<file path="config.mk">
export PLATFORM = sky130hd
export DESIGN_NAME = timer_irq_ctrl_flat
export DESIGN_NICKNAME = d
export VERILOG_FILES = /design/src/rtl/timer_irq_ctrl_if.sv /design/src/rtl/timer_irq_ctrl.sv /design/src/flat_wrapper.sv
export SDC_FILE = /design/constraint.sdc
export NUM_CORES = 1
export LEC_CHECK = 0
export CORE_ASPECT_RATIO = 1.75
export CORE_MARGIN = 4
export CORE_UTILIZATION = 50
export DETAILED_ROUTE_END_ITERATION = 12
export HOLD_SLACK_MARGIN = 0.03
export PLACE_DENSITY = 0.82
export SKIP_LAST_GASP = 1
export SLEW_MARGIN = 30
export SYNTH_ARGS = -nofsm -noshare
export SYNTH_HDL_FRONTEND = slang
export SYNTH_SLANG_ARGS = --single-unit
</file>
<file path="constraint.sdc">
create_clock -name clk -period 2.7 [get_ports clk]
set_input_delay 0.27 -clock clk [delete_from_list [all_inputs] [get_ports clk]]
set_output_delay 0.27 -clock clk [all_outputs]
set_load 0.05 [all_outputs]
</file>
<file path="src/rtl/timer_irq_ctrl_if.sv">
// CPU data-bus view of the timer register block.
// master drives address/strobes, slave returns rdata.
interface timer_irq_ctrl_if;
  logic [31:0] addr;
  logic [31:0] wdata;
  logic        mem_write;
  logic        mem_read;
  logic [31:0] rdata;

  modport master (
    output addr,
    output wdata,
    output mem_write,
    output mem_read,
    input  rdata
  );

  modport slave (
    input  addr,
    input  wdata,
    input  mem_write,
    input  mem_read,
    output rdata
  );
endinterface

</file>
<file path="src/rtl/timer_irq_ctrl.sv">
// Memory-mapped reload timer (TH/TL/TCON) with an
// interrupt request FSM gated by kernel mode.
module timer_irq_ctrl #(
  parameter logic [31:0] BASE_ADDR = 32'h4000_0000
) (
  input  logic              clk,
  input  logic              reset,
  timer_irq_ctrl_if.slave   bus,
  input  logic              kernel_mode,
  input  logic              irq_ack,
  output logic              irq
);

  localparam logic [31:0] TH_ADDR = BASE_ADDR;
  localparam logic [31:0] TL_ADDR = BASE_ADDR + 32'd4;
  localparam logic [31:0] TC_ADDR = BASE_ADDR + 32'd8;

  typedef enum logic [1:0] {
    IDLE,
    PEND,
    SERV
  } state_t;

  logic [31:0] th;
  logic [31:0] tl;
  logic        en;
  logic        ie;
  logic        st;
  state_t      state;
  state_t      state_nx;

  logic sel_th;
  logic sel_tl;
  logic sel_tc;
  logic wr_th;
  logic wr_tl;
  logic wr_tc;
  logic ovf;
  logic ovf_set;

  assign sel_th = (bus.addr == TH_ADDR);
  assign sel_tl = (bus.addr == TL_ADDR);
  assign sel_tc = (bus.addr == TC_ADDR);

  assign wr_th = bus.mem_write & sel_th;
  assign wr_tl = bus.mem_write & sel_tl;
  assign wr_tc = bus.mem_write & sel_tc;

  // Overflow replaces the increment with a reload.
  assign ovf     = en & (tl == 32'hFFFF_FFFF);
  assign ovf_set = ovf & ie;

  // Register file: TL write beats count/reload,
  // overflow status set beats a software clear.
  always_ff @(posedge clk) begin
    if (!reset) begin
      th <= '0;
      tl <= '0;
      en <= 1'b0;
      ie <= 1'b0;
      st <= 1'b0;
    end else begin
      if (wr_th) th <= bus.wdata;
      if (wr_tl)    tl <= bus.wdata;
      else if (ovf) tl <= th;
      else if (en)  tl <= tl + 32'd1;
      if (wr_tc) begin
        en <= bus.wdata[0];
        ie <= bus.wdata[1];
        st <= bus.wdata[2] | ovf_set;
      end else if (ovf_set) begin
        st <= 1'b1;
      end
    end
  end

  // Side-effect-free combinational read mux.
  always_comb begin
    bus.rdata = '0;
    if (bus.mem_read) begin
      unique case (1'b1)
        sel_th:  bus.rdata = th;
        sel_tl:  bus.rdata = tl;
        sel_tc:  bus.rdata = {29'd0, st, ie, en};
        default: bus.rdata = '0;
      endcase
    end
  end

  // Interrupt FSM state register.
  always_ff @(posedge clk) begin
    if (!reset) state <= IDLE;
    else        state <= state_nx;
  end

  // Next state; irq is a state decode masked
  // only by kernel_mode.
  always_comb begin
    state_nx = state;
    irq      = 1'b0;
    unique case (state)
      IDLE: begin
        if (st & ie) state_nx = PEND;
      end
      PEND: begin
        irq = ~kernel_mode;
        if (!st || !ie)
          state_nx = IDLE;
        else if (irq_ack && !kernel_mode)
          state_nx = SERV;
      end
      SERV: begin
        if (!st) state_nx = IDLE;
      end
      default: state_nx = IDLE;
    endcase
  end

endmodule

</file>
<file path="src/flat_wrapper.sv">
// flat-port wrapper written by rule: the top's interface ports become plain ports
module timer_irq_ctrl_flat 
#(
  parameter logic [31:0] BASE_ADDR = 32'h4000_0000
)
  (clk, reset, kernel_mode, irq_ack, irq, bus_addr, bus_wdata, bus_mem_write, bus_mem_read, bus_rdata);
  timer_irq_ctrl_if bus_i ();
  input  logic clk;
  input  logic reset;
  input  logic kernel_mode;
  input  logic irq_ack;
  output logic irq;
  input wire logic [$bits(bus_i.addr)-1:0] bus_addr;
  input wire logic [$bits(bus_i.wdata)-1:0] bus_wdata;
  input wire logic [$bits(bus_i.mem_write)-1:0] bus_mem_write;
  input wire logic [$bits(bus_i.mem_read)-1:0] bus_mem_read;
  output wire logic [$bits(bus_i.rdata)-1:0] bus_rdata;
  assign bus_i.addr = bus_addr;
  assign bus_i.wdata = bus_wdata;
  assign bus_i.mem_write = bus_mem_write;
  assign bus_i.mem_read = bus_mem_read;
  assign bus_rdata = bus_i.rdata;
  timer_irq_ctrl #(.BASE_ADDR(BASE_ADDR)) u_core (.clk(clk), .reset(reset), .bus(bus_i), .kernel_mode(kernel_mode), .irq_ack(irq_ack), .irq(irq));
endmodule
</file>
==> flow_metrics.env <==
export IMPL_num_vias=5010
export IMPL_synth_edf_count=0
export IMPL_switching_share=0.216
export IMPL_max_freq_mhz=378
export IMPL_p_leak_uw=0.00208
export IMPL_avgRoutedWirePerCell_um=18.8
export IMPL_clk_latency_ns=0.34
export IMPL_cts_clk_slew_worst_paths_ns=0.05
export IMPL_critical_path_buf_inv_count=5
export IMPL_end_kind="output port"
export IMPL_timing_critical_path_mode_cell="buf_4"
export IMPL_grt_use_met1=0.278
export IMPL_antenna_found_initial=0
export IMPL_ir_drop_v=0.000330
export IMPL_viasPerCell=6.27
export IMPL_io_pins=103
export IMPL_relSlewSlack=0.553
export IMPL_die_w_um=77.8
export IMPL_yosys_top_cells_area="dfxtp_1, nand2_1, a21boi_0"
export IMPL_p_per_area_mw_per_mm2=395
export IMPL_clkPwrFrac=0.516
export IMPL_numCtsBuffers=9
export IMPL_async_flop_share=0
export IMPL_crit_path_top_delay_cell="clkdlybuf4s50_1"
export IMPL_rsz0062_at_grt="true"
export IMPL_clock_path_buffers=2
export IMPL_grt_pass1_vias=4919
export IMPL_final_cell_area_mm2=0.00635
export IMPL_grt_use_met2=0.544
export IMPL_rows=44
export IMPL_syn_area_per_cell_um2=7.48
export IMPL_cts_tree="done"
export IMPL_synth_area_leader_cell="dfxtp_1"
export IMPL_min_period_ns=2.64
export IMPL_dpl_cell_area_mm2=0.00591
export IMPL_hp_class="reg2reg"
export IMPL_crit_type="in2out"
export IMPL_tightest_slew_ns=0.665
export IMPL_ys_ff_latch=69
export IMPL_comb_power_share=0.073
export IMPL_finalSetupViolCount=0
export IMPL_synth_warnings=0
export IMPL_clock_sinks=69
export IMPL_hold_viol=0
export IMPL_pre_cts_ws_ns=-0.0721
export IMPL_maxCapViolations=0
export IMPL_drc=0
export IMPL_report_final_slew_viol_count=0
export IMPL_utilization=0.764
export IMPL_synth_main_ff_cell="dfxtp_1"
export IMPL_grt_max_degree=40
export IMPL_use_met3=0.0483
export IMPL_ant_nets=0
export IMPL_overflow=0
export IMPL_crit_chain="clkdlybuf4s50_1, nor4_4, nand4_1, buf_4, buf_4, nor2_1, nand3_1, buf_4, nor2_1, buf_12"
export IMPL_seq_area_frac_synth=0.324
export IMPL_hpwl_mm=10.4
export IMPL_insertedDiodeCount=0
export IMPL_initial_core_util=0.513
export IMPL_fin_nets=750
export IMPL_coreArea_mm2=0.00831
export IMPL_drt_iter0_markers=451
export IMPL_drt_wl_total_mm=15.0
export IMPL_synthDistinctLibCells=55
export IMPL_p_int_uw=1970
export IMPL_min_period_over_period=0.979
export IMPL_drive_gt1_frac=0.202
export IMPL_worstPathArrival_ns=2.37
export IMPL_setup_slack_ns=0.0557
export IMPL_dieArea_mm2=0.0101
export IMPL_finalSetupTns_ns=0
export IMPL_synth_top_area_share=0.324
export IMPL_die_h_um=130
export IMPL_grt_total_usage=0.289
export IMPL_clock_root_buffer="clkbuf_16"
export IMPL_port_buffers=102
export IMPL_cp_max_fo=14
export IMPL_syn_to_final_growth_pct=49.1
export IMPL_crit_path_start_kind="primary input"
export IMPL_grt_pass1_wl_mm=23.2
export IMPL_synth_area_mm2=0.00426
export IMPL_grt_busiest_layer="met2"
export IMPL_seq_power_share=0.411
export IMPL_max_stage_delay_ns=0.45
export IMPL_crit_required_ns=2.43
export IMPL_status="finished clean"
export IMPL_finalClockSkew_ns=0.00632
export IMPL_drt_first_pass_iters=6
export IMPL_postSynthCellCount=570
export IMPL_routabilityCongestion=0.935
export IMPL_cp_top_family="buffers and inverters"
export IMPL_syn_nets=641
export IMPL_htreeDepth=3
export IMPL_p_switching_uw=542
[routing by layer]
metal,share of wire,vias up
met4,0.051,0
met3,0.066,73
met1,0.34,2358
met2,0.54,272
met5,0,-
li1,-,2307
[metrics by stage]
| stage | instances | total power [uW] | hold WS, ns |
|---|---|---|---|
| 6_report | 799 | 2510 | 0.470 |
| 2_1_floorplan | 570 | 1100 | 0.409 |
| 5_1_grt | 799 | 2570 | 0.500 |
| 4_1_cts | 798 | 2500 | 0.467 |
| 3_3_place_gp | 781 | 1220 | 0.442 |
| 3_5_place_dp | 781 | 1220 | 0.460 |
[cell usage in the layout (no fill, tap or decap), types with 3 or more instances in the layout]
| master | instances |
|---|---|
| mux2i_1 | 9 |
| clkbuf_16 | 9 |
| dfxtp_1 | 69 |
| xor2_1 | 5 |
| nor2_1 | 22 |
| a22oi_1 | 29 |
| o211ai_1 | 7 |
| a21boi_1 | 9 |
| nor4_2 | 3 |
| clkdlybuf4s50_1 | 69 |
| a221oi_1 | 4 |
| o22ai_1 | 8 |
| and4_1 | 5 |
| or4_1 | 4 |
| and2_1 | 3 |
| mux2_2 | 4 |
| nor4_4 | 3 |
| a21oi_1 | 25 |
| buf_12 | 34 |
| o21ai_0 | 19 |
| nor2_2 | 30 |
| o21a_1 | 3 |
| o32ai_1 | 5 |
| a41oi_1 | 3 |
| nor3_1 | 3 |
| and3_1 | 11 |
| a21boi_0 | 30 |
| nand4_1 | 13 |
| nand2_1 | 109 |
| a31oi_1 | 6 |
| a211oi_1 | 3 |
| nand3_1 | 16 |
| buf_4 | 37 |
| nor4_1 | 10 |
| a211o_1 | 4 |
| inv_1 | 10 |
| nor2b_1 | 9 |
| xnor2_1 | 6 |
[state kept, by name, summed over array words and instances (netlist names)]
register and count:
u_core.state 2, u_core.st 1, u_core.tl 32, u_core.en 1, u_core.ie 1, u_core.th 32
[what timing repair did]
action	CTS	global route
pin swaps	1	2
gates resized for setup	2	26
setup endpoints to repair	25	34
buffers inserted	1	1
gates cloned	0	0
hold buffers	0	0
[area by class of cell]
class,instances,area [um2]
clock inverter,6,86.3
fill,564,1960
tap,115,144
timing repair buffer,142,1670
inverter,10,37.5
clock buffer,10,239
sequential,69,1380
multi-input combinational,447,2800
[path summary, 6_finish.rpt]
path | from | end | slack (ns) | cells past startpoint
setup / recovery | bus_addr[5] | bus_rdata[11] | 0.06 | 10
hold / removal | u_core.state[1] | u_core.state[0] | 0.47 | 1
setup reg to reg | u_core.tl[5] | u_core.tl[23] | 0.08 | 6
hold reg to reg | u_core.state[1] | u_core.state[0] | 0.47 | 1
[power groups by stage]
stage / clock (uW) / combinational (uW) / sequential, uW
2_1_floorplan: 0 / 50.9 / 1050
3_3_place_gp: 0 / 170 / 1050
3_5_place_dp: 0 / 172 / 1050
4_1_cts: 1300 / 176 / 1030
5_1_grt: 1350 / 194 / 1030
6_report: 1300 / 184 / 1030
[logic make-up after synthesis]
logic type | after synthesis | synth area share
mux | 14 | 0.0352
compound gates | 168 | 0.278
xor+xnor | 11 | 0.0226
buf+inv | 54 | 0.0508
simple gates | 253 | 0.286
flops | 69 | 0.324
fa+ha+maj | 1 | 0.00294
[cell usage after synthesis (all sizes together), types with 3 or more instances]
| library cell | n |
|---|---|
| a211oi | 3 |
| a211o | 4 |
| and4 | 5 |
| o22ai | 8 |
| nor2 | 52 |
| nor2b | 9 |
| o21ai | 19 |
| mux2 | 5 |
| xnor2 | 6 |
| a22oi | 29 |
| nor3 | 5 |
| nand2 | 110 |
| nand4 | 14 |
| nor4 | 16 |
| a221oi | 4 |
| and2 | 4 |
| o211ai | 7 |
| and3 | 11 |
| dfxtp | 69 |
| nand3 | 16 |
| a21boi | 39 |
| o21a | 3 |
| or4 | 5 |
| o32ai | 5 |
| clkbuf | 38 |
| buf | 6 |
| xor2 | 5 |
| a31oi | 6 |
| a21oi | 25 |
| inv | 10 |
| a41oi | 4 |
| mux2i | 9 |
(Power assumes the default switching activity.)
